$ cat config.mk
export PLATFORM = sky130hd
export DESIGN_NAME = sat_accumulator
export DESIGN_NICKNAME = d
export VERILOG_FILES = /design/src/rtl/sat_accumulator_pkg.sv /design/src/rtl/sat_add_comb.sv /design/src/rtl/sat_accumulator.sv
export SDC_FILE = /design/constraint.sdc
export NUM_CORES = 1
export LEC_CHECK = 0
export ABC_AREA = 1
export CORE_ASPECT_RATIO = 0.9
export CORE_MARGIN = 3
export CORE_UTILIZATION = 54
export DETAILED_ROUTE_END_ITERATION = 10
export PLACE_DENSITY = 0.85
export SKIP_CTS_REPAIR_TIMING = 1
export SLEW_MARGIN = 5
export SYNTH_ARGS = -nofsm -noshare
export SYNTH_HDL_FRONTEND = slang
export SYNTH_SLANG_ARGS = --single-unit
$ cat constraint.sdc
create_clock -name clk -period 3.5 [get_ports clk]
set_input_delay 0.7 -clock clk [delete_from_list [all_inputs] [get_ports clk]]
set_output_delay 0.7 -clock clk [all_outputs]
set_load 0.03 [all_outputs]
$ cat src/rtl/sat_accumulator_pkg.sv
// Shared types and saturation limits for the frame accumulator.
package sat_accumulator_pkg;

  typedef enum logic [1:0] {
    IDLE  = 2'd0,
    ACCUM = 2'd1,
    DONE  = 2'd2
  } state_t;

  function automatic int SAT_MAX(input int n);
    return (1 << (n - 1)) - 1;
  endfunction

  function automatic int SAT_MIN(input int n);
    return -(1 << (n - 1));
  endfunction

endpackage

$ cat src/rtl/sat_add_comb.sv
// Combinational signed saturating adder: N+1-bit sum clamped back to N bits.
module sat_add_comb
  import sat_accumulator_pkg::*;
#(
  parameter int N = 8
) (
  input  logic signed [N-1:0] i_a,
  input  logic signed [N-1:0] i_b,
  output logic signed [N-1:0] o_sum,
  output logic                o_ovf
);

  localparam int MAX_I = SAT_MAX(N);
  localparam int MIN_I = SAT_MIN(N);
  localparam logic signed [N:0] MAX_W = MAX_I[N:0];
  localparam logic signed [N:0] MIN_W = MIN_I[N:0];

  logic signed [N:0] w_wide;

  assign w_wide = {i_a[N-1], i_a} + {i_b[N-1], i_b};

  always_comb begin
    o_sum = w_wide[N-1:0];
    o_ovf = 1'b0;
    if (w_wide > MAX_W) begin
      o_sum = MAX_W[N-1:0];
      o_ovf = 1'b1;
    end else if (w_wide < MIN_W) begin
      o_sum = MIN_W[N-1:0];
      o_ovf = 1'b1;
    end
  end

endmodule

$ cat src/rtl/sat_accumulator.sv
// Frame accumulator: sums len signed samples with saturation, then holds the
// result with a sticky saturation flag until downstream takes it.
module sat_accumulator
  import sat_accumulator_pkg::*;
#(
  parameter int N     = 8,
  parameter int CNT_W = 4
) (
  input  logic                clk,
  input  logic                rst_n,
  input  logic                start,
  input  logic [CNT_W-1:0]    len,
  input  logic                in_valid,
  input  logic signed [N-1:0] in_data,
  output logic                in_ready,
  output logic                out_valid,
  output logic signed [N-1:0] out_data,
  input  logic                out_ready,
  output logic                sat_flag,
  output logic                busy
);

  state_t              r_state;
  state_t              w_state_nxt;
  logic signed [N-1:0] r_acc;
  logic signed [N-1:0] w_sum;
  logic                w_ovf;
  logic [CNT_W-1:0]    r_cnt;
  logic [CNT_W-1:0]    r_len;
  logic [CNT_W-1:0]    w_cnt_inc;
  logic                r_sat;
  logic                w_accept;
  logic                w_last;
  logic                w_start_ok;

  sat_add_comb #(.N(N)) u_sat_add (
    .i_a   (r_acc),
    .i_b   (in_data),
    .o_sum (w_sum),
    .o_ovf (w_ovf)
  );

  assign w_start_ok = start && (r_state == IDLE);
  assign w_accept   = in_valid && (r_state == ACCUM);
  assign w_cnt_inc  = r_cnt + 1'b1;
  assign w_last     = w_accept && (w_cnt_inc == r_len);

  always_ff @(posedge clk or negedge rst_n) begin
    if (!rst_n) r_state <= IDLE;
    else        r_state <= w_state_nxt;
  end

  always_comb begin
    w_state_nxt = r_state;
    case (r_state)
      IDLE:    if (start) w_state_nxt = (len != '0) ? ACCUM : DONE;
      ACCUM:   if (w_last) w_state_nxt = DONE;
      DONE:    if (out_ready) w_state_nxt = IDLE;
      default: w_state_nxt = IDLE;
    endcase
  end

  always_comb begin
    in_ready  = (r_state == ACCUM);
    out_valid = (r_state == DONE);
    busy      = (r_state != IDLE);
  end

  // Result and flag are frozen outside ACCUM, so DONE holds them stable.
  always_ff @(posedge clk or negedge rst_n) begin
    if (!rst_n) begin
      r_acc <= '0;
      r_cnt <= '0;
      r_len <= '0;
      r_sat <= 1'b0;
    end else if (w_start_ok) begin
      r_acc <= '0;
      r_cnt <= '0;
      r_len <= len;
      r_sat <= 1'b0;
    end else if (w_accept) begin
      r_acc <= w_sum;
      r_cnt <= w_cnt_inc;
      if (w_ovf) r_sat <= 1'b1;
    end
  end

  assign out_data = r_acc;
  assign sat_flag = r_sat;

endmodule

==> results of run 1 <==
routing by layer:
layer | vias to the layer above | track usage | wire length [um]
li1 | 632 | - | -
met1 | 547 | 0.266 | 1400
met2 | 27 | 0.346 | 1300
met3 | 7 | 0.0443 | 142
met4 | 0 | 0.0888 | 58
met5 | - | 0 | 0
layout by cell type (no fill, tap or decap):
cell type and instances:
dfrtp_1 19, xnor2_1 3, ha_1 9, inv_1 18
clkinv_2 1, nand3_2 1, o21ai_0 6, a21oi_2 1
nand2_2 1, o21ai_1 5, nor2_2 3, fa_1 1
clkbuf_4 3, xor2_1 6, o211ai_1 1, nand4_1 3
nor2_1 12, or2_0 1, a21oi_4 1, clkdlybuf4s50_1 28
a21boi_0 1, or2_1 2, o21ai_2 1, nand2_1 58
inv_2 4, a21oi_1 3, and2_1 1, nand3_1 16
power by group through the flow:
| stage | Clock [mW] | Sequential (mW) | Combinational (mW) |
|---|---|---|---|
| after floorplan | 0 | 0.479 | 0.593 |
| after global placement | 0 | 0.399 | 0.922 |
| after detailed placement | 0 | 0.405 | 0.949 |
| after CTS | 0.119 | 0.401 | 0.951 |
| after global routing | 0.127 | 0.416 | 1.05 |
| final | 0.113 | 0.401 | 0.948 |
tightest hold or removal path: cells and delay by family (launching register included):
kind          cells  cell delay [ps]
simple gates      2              120
flops             1              390
through the flow:
| step | hold WS (ps) | instances | setup WS, ps |
|---|---|---|---|
| floorplan | 404 | 178 | 1440 |
| global placement | 478 | 232 | 941 |
| detailed placement | 499 | 232 | 862 |
| CTS | 527 | 236 | 1200 |
| global route | 560 | 236 | 1070 |
| finish | 528 | 236 | 1200 |
registers in the layout, summed over array words and instances (netlist names):
signal    flops
out_data      8
r_cnt         4
r_len         4
r_state       2
sat_flag      1
kinds of logic after synthesis:
family,synth area share
compound gates,0.0904
fa+ha+maj,0.101
xor+xnor,0.0599
flops,0.362
buf+inv,0.0666
simple gates,0.321
final timing paths:
path / from / slack, ps / to
max: in_data[0] / 1200 / out_data[0]
min reg2reg: r_len[3] / 530 / r_len[3]
max reg2reg: out_data[0] / 1590 / out_data[0]
min in group asynchronous: rst_n / 860 / out_data[7]
min: r_len[3] / 530 / r_len[3]
max in group asynchronous: rst_n / 2110 / out_data[4]
layout make-up:
class                      count  area (um2)  share of cell area
multi-input combinational    136         752               0.455
sequential                    19         475               0.288
timing repair buffer          28         280               0.170
inverter                      22        82.6              0.0500
tap                           27        33.8              0.0205
clock buffer                   3        22.5              0.0136
clock inverter                 1        5.00             0.00303
==> flow_summary.yaml, run 1 <==
global_route:
  antenna_found_initial: 0
  grt_max_degree: 20
  grt_usage: 0.210
  grt_pass1_wl_um: 4780
  grt_overflow: 0
  grt_pass1_vias: 1105
detailed_routing:
  drt-initial-drc-count: 51
  ant_nets: 0
  drc_errors: 0
  num_vias: 1213
  wl_um: 2890
  wl_per_cell_um: 12.3
  firstDrtPassIters: 4
  viasPerCell: 5.14
synthesis:
  synth.net_count: 205
  synth_most_common_cell: "nand2_1"
  synthFlopType: "dfrtp_1"
  ys_seq_elements: 19
  synth_warnings: 0
  synth_top_area_frac: 0.362
  synth_seq_area_share: 0.362
  synthCells: 178
  netlist_top_cells_count: "nand2_1, dfrtp_1, inv_1"
  async_reset_ff_frac: 1.00
  yosys.area.top_type: "dfrtp_1"
  syn_area_um2: 1320
  synth_edf_count: 0
  avgSynthCellArea_um2: 7.39
  synth_cell_types: 26
  yosys-top-cells-area: "dfrtp_1, nand2_1, ha_1"
flow_run:
  drv_cap: 0
worst_setup_path:
  cp_slowest_cell: "fa_1"
  start_kind: "input pin"
  path_buf_inv: 1
  cpLargestDelayFamily: "adder cells"
  crit_path_cell_trace: "clkdlybuf4s50_1, ha_1, fa_1, nand2_1, nand2_1, nand3_1, nand2_1, o21ai_2, nor2_1, o21ai_1, nand2_1"
  worstPathMaxFanout: 4
  rr_worst_depth: 10
  cp.required_ps: 3700
  criticalPathCategory: "in2reg"
  worst_path_most_repeated_cell: "nand2_1"
  critPathCaptureType: "register"
  worstPathArrival_ps: 2500
  critical_path.max_stage_delay_ps: 410
  worstSetupPathDepth: 11
sta:
  setup_viol: 0
  rsz0062_at_grt: "false"
  slew_violations: 0
  min_period_ps: 2300
  setup_tns_ps: 0
  min_period_over_period: 0.657
  final-hold-violation-count: 0
  fin_worst_skew_ps: 7.25
  tightestPinTransition_ps: 843
  clock.fmax_ghz: 0.435
  maxSlewHeadroom: 0.436
final_layout:
  fin_nets: 237
  diodes: 0
  drive_gt1_frac: 0.0766
  synthToLayoutAreaGrowth_pct: 25.6
  finalInstanceArea_um2: 1650
  utilization: 0.737
  nFillCells: 176
power:
  clkPwrFrac: 0.077
  power_mw: 1.46
  power_density_nw_per_um2: 886
  p_int_uw: 726
  ir_worst_vdd_uv: 624
  pwr-share-comb: 0.648
  switching_share: 0.503
  p_leak_nw: 0.851
  p_sw_uw: 737
  seqPwrFrac: 0.274
placement:
  place_hpwl_um: 2390
  gp_congestion: 0.882
  portBuffers: 28
  placed_area_um2: 1620
die:
  die_x_um: 58.0
  start_util: 0.586
  core_area_um2: 2240
  num_rows: 16
  die-area_um2: 3060
  die_h_um: 52.8
  io_pins: 29
clock_network:
  cts.sinks: 19
  cts_buffer_depth: 2
  clk-insertion-delay-late_ps: 310
  htreeDepth: 1
  numCtsBuffers: 3
  clk_pin_slew_ps: 110
  cts_tree: "done"
  cts_root_buf: "clkbuf_4"
run_status:
  status: "completed"
min_path:
  holdPathStages: 2
  hp-class: "reg2reg"
(Power assumes the default switching activity.)
==> run 2: changes to the inputs <==
--- a/config.mk
+++ b/config.mk
@@ -8,9 +8,9 @@
 export ABC_AREA = 1
 export CORE_ASPECT_RATIO = 0.9
 export CORE_MARGIN = 3
-export CORE_UTILIZATION = 54
+export CORE_UTILIZATION = 50
 export DETAILED_ROUTE_END_ITERATION = 10
-export PLACE_DENSITY = 0.85
+export PLACE_DENSITY = 0.79
 export SKIP_CTS_REPAIR_TIMING = 1
 export SLEW_MARGIN = 5
 export SYNTH_ARGS = -nofsm -noshare
==> constraint.sdc (replaced) <==
create_clock -name clk -period 2.3 [get_ports clk]
set_input_delay 0.46 -clock clk [delete_from_list [all_inputs] [get_ports clk]]
set_output_delay 0.46 -clock clk [all_outputs]
set_load 0.03 [all_outputs]
==> run 2 against run 1 <==
Power is 53% higher. Worst setup slack worse by 970 ps. Combinational power is 53% higher. Design area is 0.91% higher. Sequential cell count stayed put. Hold slack worse by 44 ps. Routed wire length is 1.2% lower. Via count is 0.74% lower. Core utilization is 2.5 points lower. Critical path depth stayed put. Clock-buffer cell count stayed put. Critical path type unchanged. Highest routed layer unchanged.
==> flow_summary.yaml, run 2 (synthesis results as in run 1) <==
run_status:
  status: "completed"
sta:
  setup_ws_ps: 228
  rsz0062_at_grt: "false"
  clock.fmax_ghz: 0.483
  final-hold-violation-count: 0
  fin_worst_skew_ps: 10.6
  tightestPinTransition_ps: 356
  maxSlewHeadroom: 0.762
  min_period_over_period: 0.901
  slew_violations: 0
  setup_viol: 0
  min_period_ps: 2070
detailed_routing:
  route.met3.wl_um: 153
  met2_length_um: 1240
  drc_errors: 0
  drt-initial-drc-count: 46
  topRoutingLayerUsed: "met4"
  ant_nets: 0
  wl_per_cell_um: 12.0
  wl_met1_um: 1440
  firstDrtPassIters: 4
  num_vias: 1204
  wl_um: 2860
  viasPerCell: 5.06
power:
  power_density_nw_per_um2: 1340
  p_leak_nw: 0.860
  ir_worst_vdd_uv: 933
worst_setup_path:
  worstPathMaxFanout: 4
  cp.required_ps: 2490
  worstPathArrival_ps: 2260
  worstReg2RegStart: "out_data[0]"
  critPathCaptureType: "register"
  start_kind: "input pin"
  startpoint: "in_data[0]"
  criticalPathCategory: "in2reg"
final_layout:
  largest_register_ffs: 8
  utilization: 0.712
  final_cell_mix: "nand2_1, clkdlybuf4s50_1, dfrtp_1"
  fin_nets: 239
  synthToLayoutAreaGrowth_pct: 26.7
  layout_commonest_cell: "nand2_1"
  drive_gt1_frac: 0.0853
  diodes: 0
global_route:
  grt_pass1_vias: 1137
  grt_usage: 0.203
  antenna_found_initial: 0
  grt_overflow: 0
  grt_max_degree: 20
  grt_pass1_wl_um: 5060
clock_network:
  cts.sinks: 19
  cts_root_buf: "clkbuf_4"
  cts_tree: "done"
  cts_buffer_depth: 2
  htreeDepth: 1
  clk-insertion-delay-late_ps: 300
  numCtsBuffers: 3
  clk_pin_slew_ps: 120
die:
  num_rows: 16
  core_area_um2: 2340
  start_util: 0.561
  io_pins: 29
  die_h_um: 54.7
  die_x_um: 60.1
  die-area_um2: 3280
placement:
  dpl_worst_slack_ps: -81.5
  portBuffers: 28
  place_hpwl_um: 2320
  gp_congestion: 0.896
min_path:
  hp-class: "in2async"
flow_run:
  drv_cap: 0
run 2: power by group:
part	switching [mW]	internal (mW)
registers	0.131	0.481
clock network	0.107	0.0648
logic	0.882	0.570
total	1.12	1.12
run 2: area by class of cell:
class	instances	area, um2
fill	200	676
tap	27	33.8
timing repair buffer	30	295
inverter	22	82.6
clock inverter	1	5.00
sequential	19	475
clock buffer	3	22.5
multi-input combinational	136	752
run 2: per-layer routing:
| layer | track usage | vias up |
|---|---|---|
| li1 | - | 633 |
| met1 | 0.294 | 534 |
| met2 | 0.317 | 33 |
| met3 | 0.0448 | 4 |
| met4 | 0.0295 | 0 |
| met5 | 0 | - |
run 2: worst max-delay path, cell delays in order:
cell             delay (ps)
clkdlybuf4s50_1         400
ha_1                    230
fa_1                    400
nand2_1                  80
nand2_1                  70
nand3_1                 110
nand2_1                  70
o21ai_2                 120
nor2_1                  120
o21ai_1                 130
nand2_1                  60
run 2: path summary, 6_finish.rpt:
kind                       slack (ps)     endpoint  depth (start not counted)
setup / recovery                  230  out_data[2]                         11
hold / removal                    480     r_cnt[2]                          2
setup reg to reg                  390  out_data[2]                         10
hold reg to reg                   500     r_len[3]                          2
max in group asynchronous        1600     r_len[0]                          2
min in group clk                  500     r_len[3]                          2
run 2: metrics by stage:
stage	cells	cell area (um2)	power, mW	setup TNS [ps]	hold slack (ps)
2_1_floorplan	178	1320	1.63	0	164
3_3_place_gp	234	1640	2.03	-69.5	476
3_5_place_dp	234	1640	2.07	-282	474
4_1_cts	238	1670	2.25	0	494
5_1_grt	238	1670	2.46	0	499
6_report	238	1670	2.24	0	484
==> RTL change 1, RTL diff (flow settings as in run 1) <==
`N` is set to 8 in 2 places; all go to 10.
--- a/src/rtl/sat_add_comb.sv
+++ b/src/rtl/sat_add_comb.sv
@@ -2,7 +2,7 @@
 module sat_add_comb
   import sat_accumulator_pkg::*;
 #(
-  parameter int N = 8
+  parameter int N = 10
 ) (
   input  logic signed [N-1:0] i_a,
   input  logic signed [N-1:0] i_b,
--- a/src/rtl/sat_accumulator.sv
+++ b/src/rtl/sat_accumulator.sv
@@ -3,7 +3,7 @@
 module sat_accumulator
   import sat_accumulator_pkg::*;
 #(
-  parameter int N     = 8,
+  parameter int N     = 10,
   parameter int CNT_W = 4
 ) (
   input  logic                clk,
Interface: changed (resized in_data and out_data); port bits go from 29 to 33. The function was not compared with the original's and may differ.
==> RTL change 1 against run 1 <==
  * First-iteration DRC count grew 55%
  * Synthesized area grew 18%
  * Global-route usage shrank 1.4 points
  * Clock skew shrank 0.0019 ns
  * Power grew 15%
  * Final area grew 17%
  * Register-to-register slack lost 0.13 ns
  * Count of clock-buffer cells in the layout is the same
  * Sequential cell count grew 2
  * Wire length grew 13%
  * Synthesized cell count grew 19%
  * Worst setup slack lost 0.18 ns
  * Sequential share of layout area shrank 1.6 points
==> RTL change 1: results (changes against run 1) <==
| Metric | Value |
|---|---|
| Dominant cells by area after synthesis | dfrtp_1, nand2_1, ha_1 |
| TritonCTS Buffers | 3 (unchanged) |
| Synth warn | 0 (unchanged) |
| Async SR Flop Fraction | 1.000 (unchanged) |
| First-pass GRT wire length | 5582 µm (+17%) |
| Cell leakage power | 0.9950 nW (+17%) |
| Diodes inserted | 0 (unchanged) |
| CP Max Fanout | 9 (+5) |
| Post-synth top cells | nand2_1, inv_1, dfrtp_1 |
| Final clock skew | 0.005327 ns (-0.001923 ns) |
| Top_reg_cell synth | dfrtp_1 |
| Largest net degree at the start of global routing | 22 (+10%) |
| Worst hold path type | flop to flop |
| FILL cells | 211 (+20%) |
| Worst slew margin | 0.3627 (-0.07320) |
| GP Congestion | 0.8189 (-7.1%) |
| Root Buffer | clkbuf_4 |
| Via density | 4.954 (-3.6%) |
| Vias in the first global route | 1,281 (+16%) |
| Register area share after synthesis | 0.3401 (-0.02148) |
| Initial antenna violation count | 0 (unchanged) |
| Max reg flops | 10 (+2) |
| Count of cell types in the netlist | 26 (unchanged) |
| Reg clk slew, reported paths | 0.13 ns (+0.02 ns) |
| Skew-Pair Late Insertion Delay | approximately 0.32 ns |
| GRT Overall Usage | 0.1960 (-0.01411) |
| First-pass detailed-route iteration total | 4 (unchanged) |
| Worst path arrival time | 2.74 ns (+0.24 ns) |
| Final #Nets | 279 (+18%) |
| CTS Buffer Depth | 2 (unchanged) |
| Hpwl dp | 2549 µm (+6.5%) |
| Starting DRT DRC Count | 79 (+55%) |
| Status | finished, final reports clean |
| Average wire per standard cell | 11.47 µm (-6.4%) |
| Max IR drop VDD | 0.5039 mV (-19%) |
| IO Port Bufs | 32 (+14%) |
| Mapped Nets | 243 (+19%) |
| Layout cell share with drive strength beyond 1 | 0.08097 (+0.004417) |
| H-tree depth | 1 (unchanged) |
## RTL change 1: cell families (layout without fill, tap and decap cells)
| kind of cell | count (synthesis) | after routing | share of synthesized area |
|---|---|---|---|
| flops | 21 | 21 | 0.3401 |
| fa+ha+maj | 12 | 12 | 0.1020 |
| compound gates | 21 | 21 | 0.09474 |
| buf+inv | 34 | 69 | 0.08340 |
| simple gates | 113 | 113 | 0.3174 |
| xor+xnor | 11 | 11 | 0.06235 |
## RTL change 1: worst max-delay path: stages
cell and delay (ns):
clkdlybuf4s50_1 0.46, ha_1 0.22, inv_1 0.07, fa_1 0.41, inv_1 0.09, nand3_2 0.10
nand4_1 0.13, nand2_2 0.10, a21oi_4 0.27, nand2_1 0.09, nand3_1 0.09
## RTL change 1: metrics by stage
stage               worst slack [ns]  area, µm²  power (W)  cells
floorplan                      1.375       1545   0.001242    212
global placement              0.7586       1908   0.001536    281
detailed placement            0.7009       1908   0.001553    281
CTS                            1.019       1936   0.001682    285
global route                  0.8539       1936   0.001839    285
finish                         1.017       1936   0.001680    285
## RTL change 1: layer usage
layer / GRT usage / wire, µm / vias up
li1: - / - / 750
met1: 0.3014 / 1697 / 621
met2: 0.2730 / 1372 / 34
met3: 0.02800 / 134 / 7
met4: 0.07547 / 66 / 0
met5: 0 / 0 / -
## RTL change 1: final timing paths
path | end | slack [ns] | startpoint | cells after the start
hold / removal | r_len[2]$_DFFE_PN0P_ | 0.51 | r_len[2]$_DFFE_PN0P_ | 2
max in group asynchronous | sat_flag$_DFFE_PN0P_ | 2.03 | rst_n | 1
setup reg to reg | out_data[2]$_DFFE_PN0P_ | 1.46 | out_data[0]$_DFFE_PN0P_ | 10
min in group asynchronous | out_data[0]$_DFFE_PN0P_ | 0.89 | rst_n | 1
setup / recovery | out_data[2]$_DFFE_PN0P_ | 1.02 | in_data[0] | 11
hold reg to reg | r_len[2]$_DFFE_PN0P_ | 0.51 | r_len[2]$_DFFE_PN0P_ | 2
## RTL change 1: layout make-up
class | instances | area share
inverter | 33 | 0.06399
clock buffer | 3 | 0.01164
sequential | 21 | 0.2715
multi-input combinational | 157 | 0.4602
clock inverter | 1 | 0.002586
tap | 38 | 0.02456
timing repair buffer | 32 | 0.1655
## RTL change 1: power breakdown
group | total [W] | internal (W) | leakage (nW) | switching, W
Sequential | 0.000425 | 0.000347 | 0.267 | 0.0000780
Combinational | 0.00113 | 0.000442 | 0.710 | 0.000688
Clock | 0.000125 | 0.0000428 | 0.0177 | 0.0000823
==> RTL change 2, RTL diff (settings of run 1) <==
Without the edit above. Put one more register stage on the output `sat_flag`, without a reset. The value now appears one clock later. The other outputs are not delayed to match.
--- a/src/rtl/sat_accumulator.sv
+++ b/src/rtl/sat_accumulator.sv
@@ -86,7 +86,9 @@
   end
 
   assign out_data = r_acc;
-  assign sat_flag = r_sat;
+  always_ff @(posedge clk) begin
+    sat_flag <= r_sat;
+  end
 
 endmodule
 
Behaviour: not the same (a bounded check fails within 4 cycles, from zero or initial values and one cycle with rst_n low).
==> RTL change 2 against run 1 <==
  * Via count rose by 1.6%
  * Critical path depth did not move
  * Sequential cell count rose by 1
  * Clock power rose by 71%
  * Register-to-register slack got worse by 0.02 ns
  * Worst setup slack got worse by 0.034 ns
  * Highest routed layer unchanged
  * Synthesized area rose by 1.5%
  * Power rose by 6.9%
  * Final area rose by 2.7%
  * Synthesized cell count rose by 0.56%
  * Die area rose by 1.4%
  * Maximum frequency fell by 1.5%
  * Wire length rose by 2.3%
==> RTL change 2: results (changes against run 1) <==
| Metric | Value |
|---|---|
| Avg Cell Area, Syn | 7.458 µm² (+0.96%) |
| Worst-margin pin slew | 0.8427 ns (-0.0008039 ns) |
| Final clock skew | 0.01448 ns (+0.007228 ns) |
| Hpwl dp | 2388 µm (-0.18%) |
| Placed Cells | 233 (+0.43%) |
| Register area share after synthesis | 0.3711 (+0.009574) |
| Placed inst area | 0.001644 mm² (+1.2%) |
| GRT met3 Usage | 0.06098 (+0.01664) |
| Number of flops mapped to enable cells by yosys | 0 (unchanged) |
| Layout cell share with drive strength beyond 1 | 0.07619 (-0.0003645) |
| Root Buffer | clkbuf_4 |
| Dominant cells by area after synthesis | dfrtp_1, nand2_1, ha_1 |
| Worst reg2reg path depth | 10 (unchanged) |
| GP Congestion | 0.8762 (-0.62%) |
| Setup WS pre-CTS | 0.8673 ns (+0.005124 ns) |
| Starting DRT DRC Count | 41 (-20%) |
| FILL cells | 186 (+5.7%) |
| Met1 GRT Util | 0.2758 (+0.009800) |
| First-pass GRT wire length | 4968 µm (+3.9%) |
| Hold depth | 0 (-2) |
| GRT Overall Usage | 0.2103 (+0.0002500) |
| Met2 Usage GRT | 0.3420 (-0.003857) |
| Max reg flops | 8 (unchanged) |
| Worst path arrival time | 2.53 ns (+0.03 ns) |
| Vias in the first global route | 1,132 (+2.4%) |
| Status | finished, final reports clean |
| Mapped Nets | 206 (+0.49%) |
| Average wire per standard cell | 12.49 µm (+1.9%) |
| Count of cell types in the netlist | 27 (+3.8%) |
| Routed Wire Length | 2961 µm (+2.3%) |
| Via density | 5.203 (+1.2%) |
| Max IR drop VDD | 0.6959 mV (+11%) |
| Async SR Flop Fraction | 0.9500 (-0.05000) |
| Cell leakage power | 0.8694 nW (+2.2%) |
| Sw Ratio | 0.4777 (-0.02575) |
-- RTL change 2: cell types whose count changed after synthesis --
cell	run 1	this run
dfxtp_1	0	1
-- RTL change 2: cell families after synthesis --
| family | synth area share |
|---|---|
| AOI/OAI and AO/OA | 0.08904 |
| xor gates and xnor gates | 0.05905 |
| and+or+nand+nor | 0.3159 |
| adders and majority gates | 0.09935 |
| DFF | 0.3711 |
| buffers and inverters | 0.06559 |
-- RTL change 2: layer usage --
| layer | part of all wire | wire, µm |
|---|---|---|
| met1 | 0.48 | 1421 |
| met2 | 0.46 | 1366 |
| met3 | 0.053 | 157 |
| met4 | 0.0054 | 16 |
| met5 | 0 | 0 |
-- RTL change 2: final timing paths --
check / from / end / slack [ns]
hold / removal: r_sat$_DFFE_PN0P_ / sat_flag$_DFF_P_ / 0.38
max in group asynchronous: rst_n / out_data[4]$_DFFE_PN0P_ / 2.12
min in group asynchronous: rst_n / r_cnt[2]$_DFFE_PN0P_ / 0.85
setup / recovery: in_data[0] / out_data[2]$_DFFE_PN0P_ / 1.17
hold reg to reg: r_sat$_DFFE_PN0P_ / sat_flag$_DFF_P_ / 0.38
setup reg to reg: out_data[0]$_DFFE_PN0P_ / out_data[2]$_DFFE_PN0P_ / 1.57
-- RTL change 2: power groups by stage --
stage / clock (W) / sequential, W / combinational [W]
after global routing: 0.000202 / 0.000431 / 0.00107
after global placement: 0 / 0.000416 / 0.000924
after floorplan: 0 / 0.000497 / 0.000593
final: 0.000193 / 0.000416 / 0.000956
after CTS: 0.000195 / 0.000416 / 0.000955
after detailed placement: 0 / 0.000420 / 0.000950
-- RTL change 2: layout make-up --
| class | count | area [µm²] | area share |
|---|---|---|---|
| multi-input combinational | 136 | 752.0 | 0.4432 |
| inverter | 22 | 82.58 | 0.04867 |
| timing repair buffer | 28 | 280.3 | 0.1652 |
| sequential | 20 | 495.5 | 0.2920 |
| clock inverter | 1 | 30.03 | 0.01770 |
| clock buffer | 3 | 22.52 | 0.01327 |
| tap | 27 | 33.78 | 0.01991 |
-- RTL change 2: critical path, cell delays in order --
cell and delay, ns:
clkdlybuf4s50_1 0.40, ha_1 0.23, fa_1 0.41, nand2_1 0.08, nand2_1 0.06, nand3_1 0.11
nand2_1 0.08, o21ai_2 0.13, nor2_1 0.13, o21ai_1 0.13, nand2_1 0.06
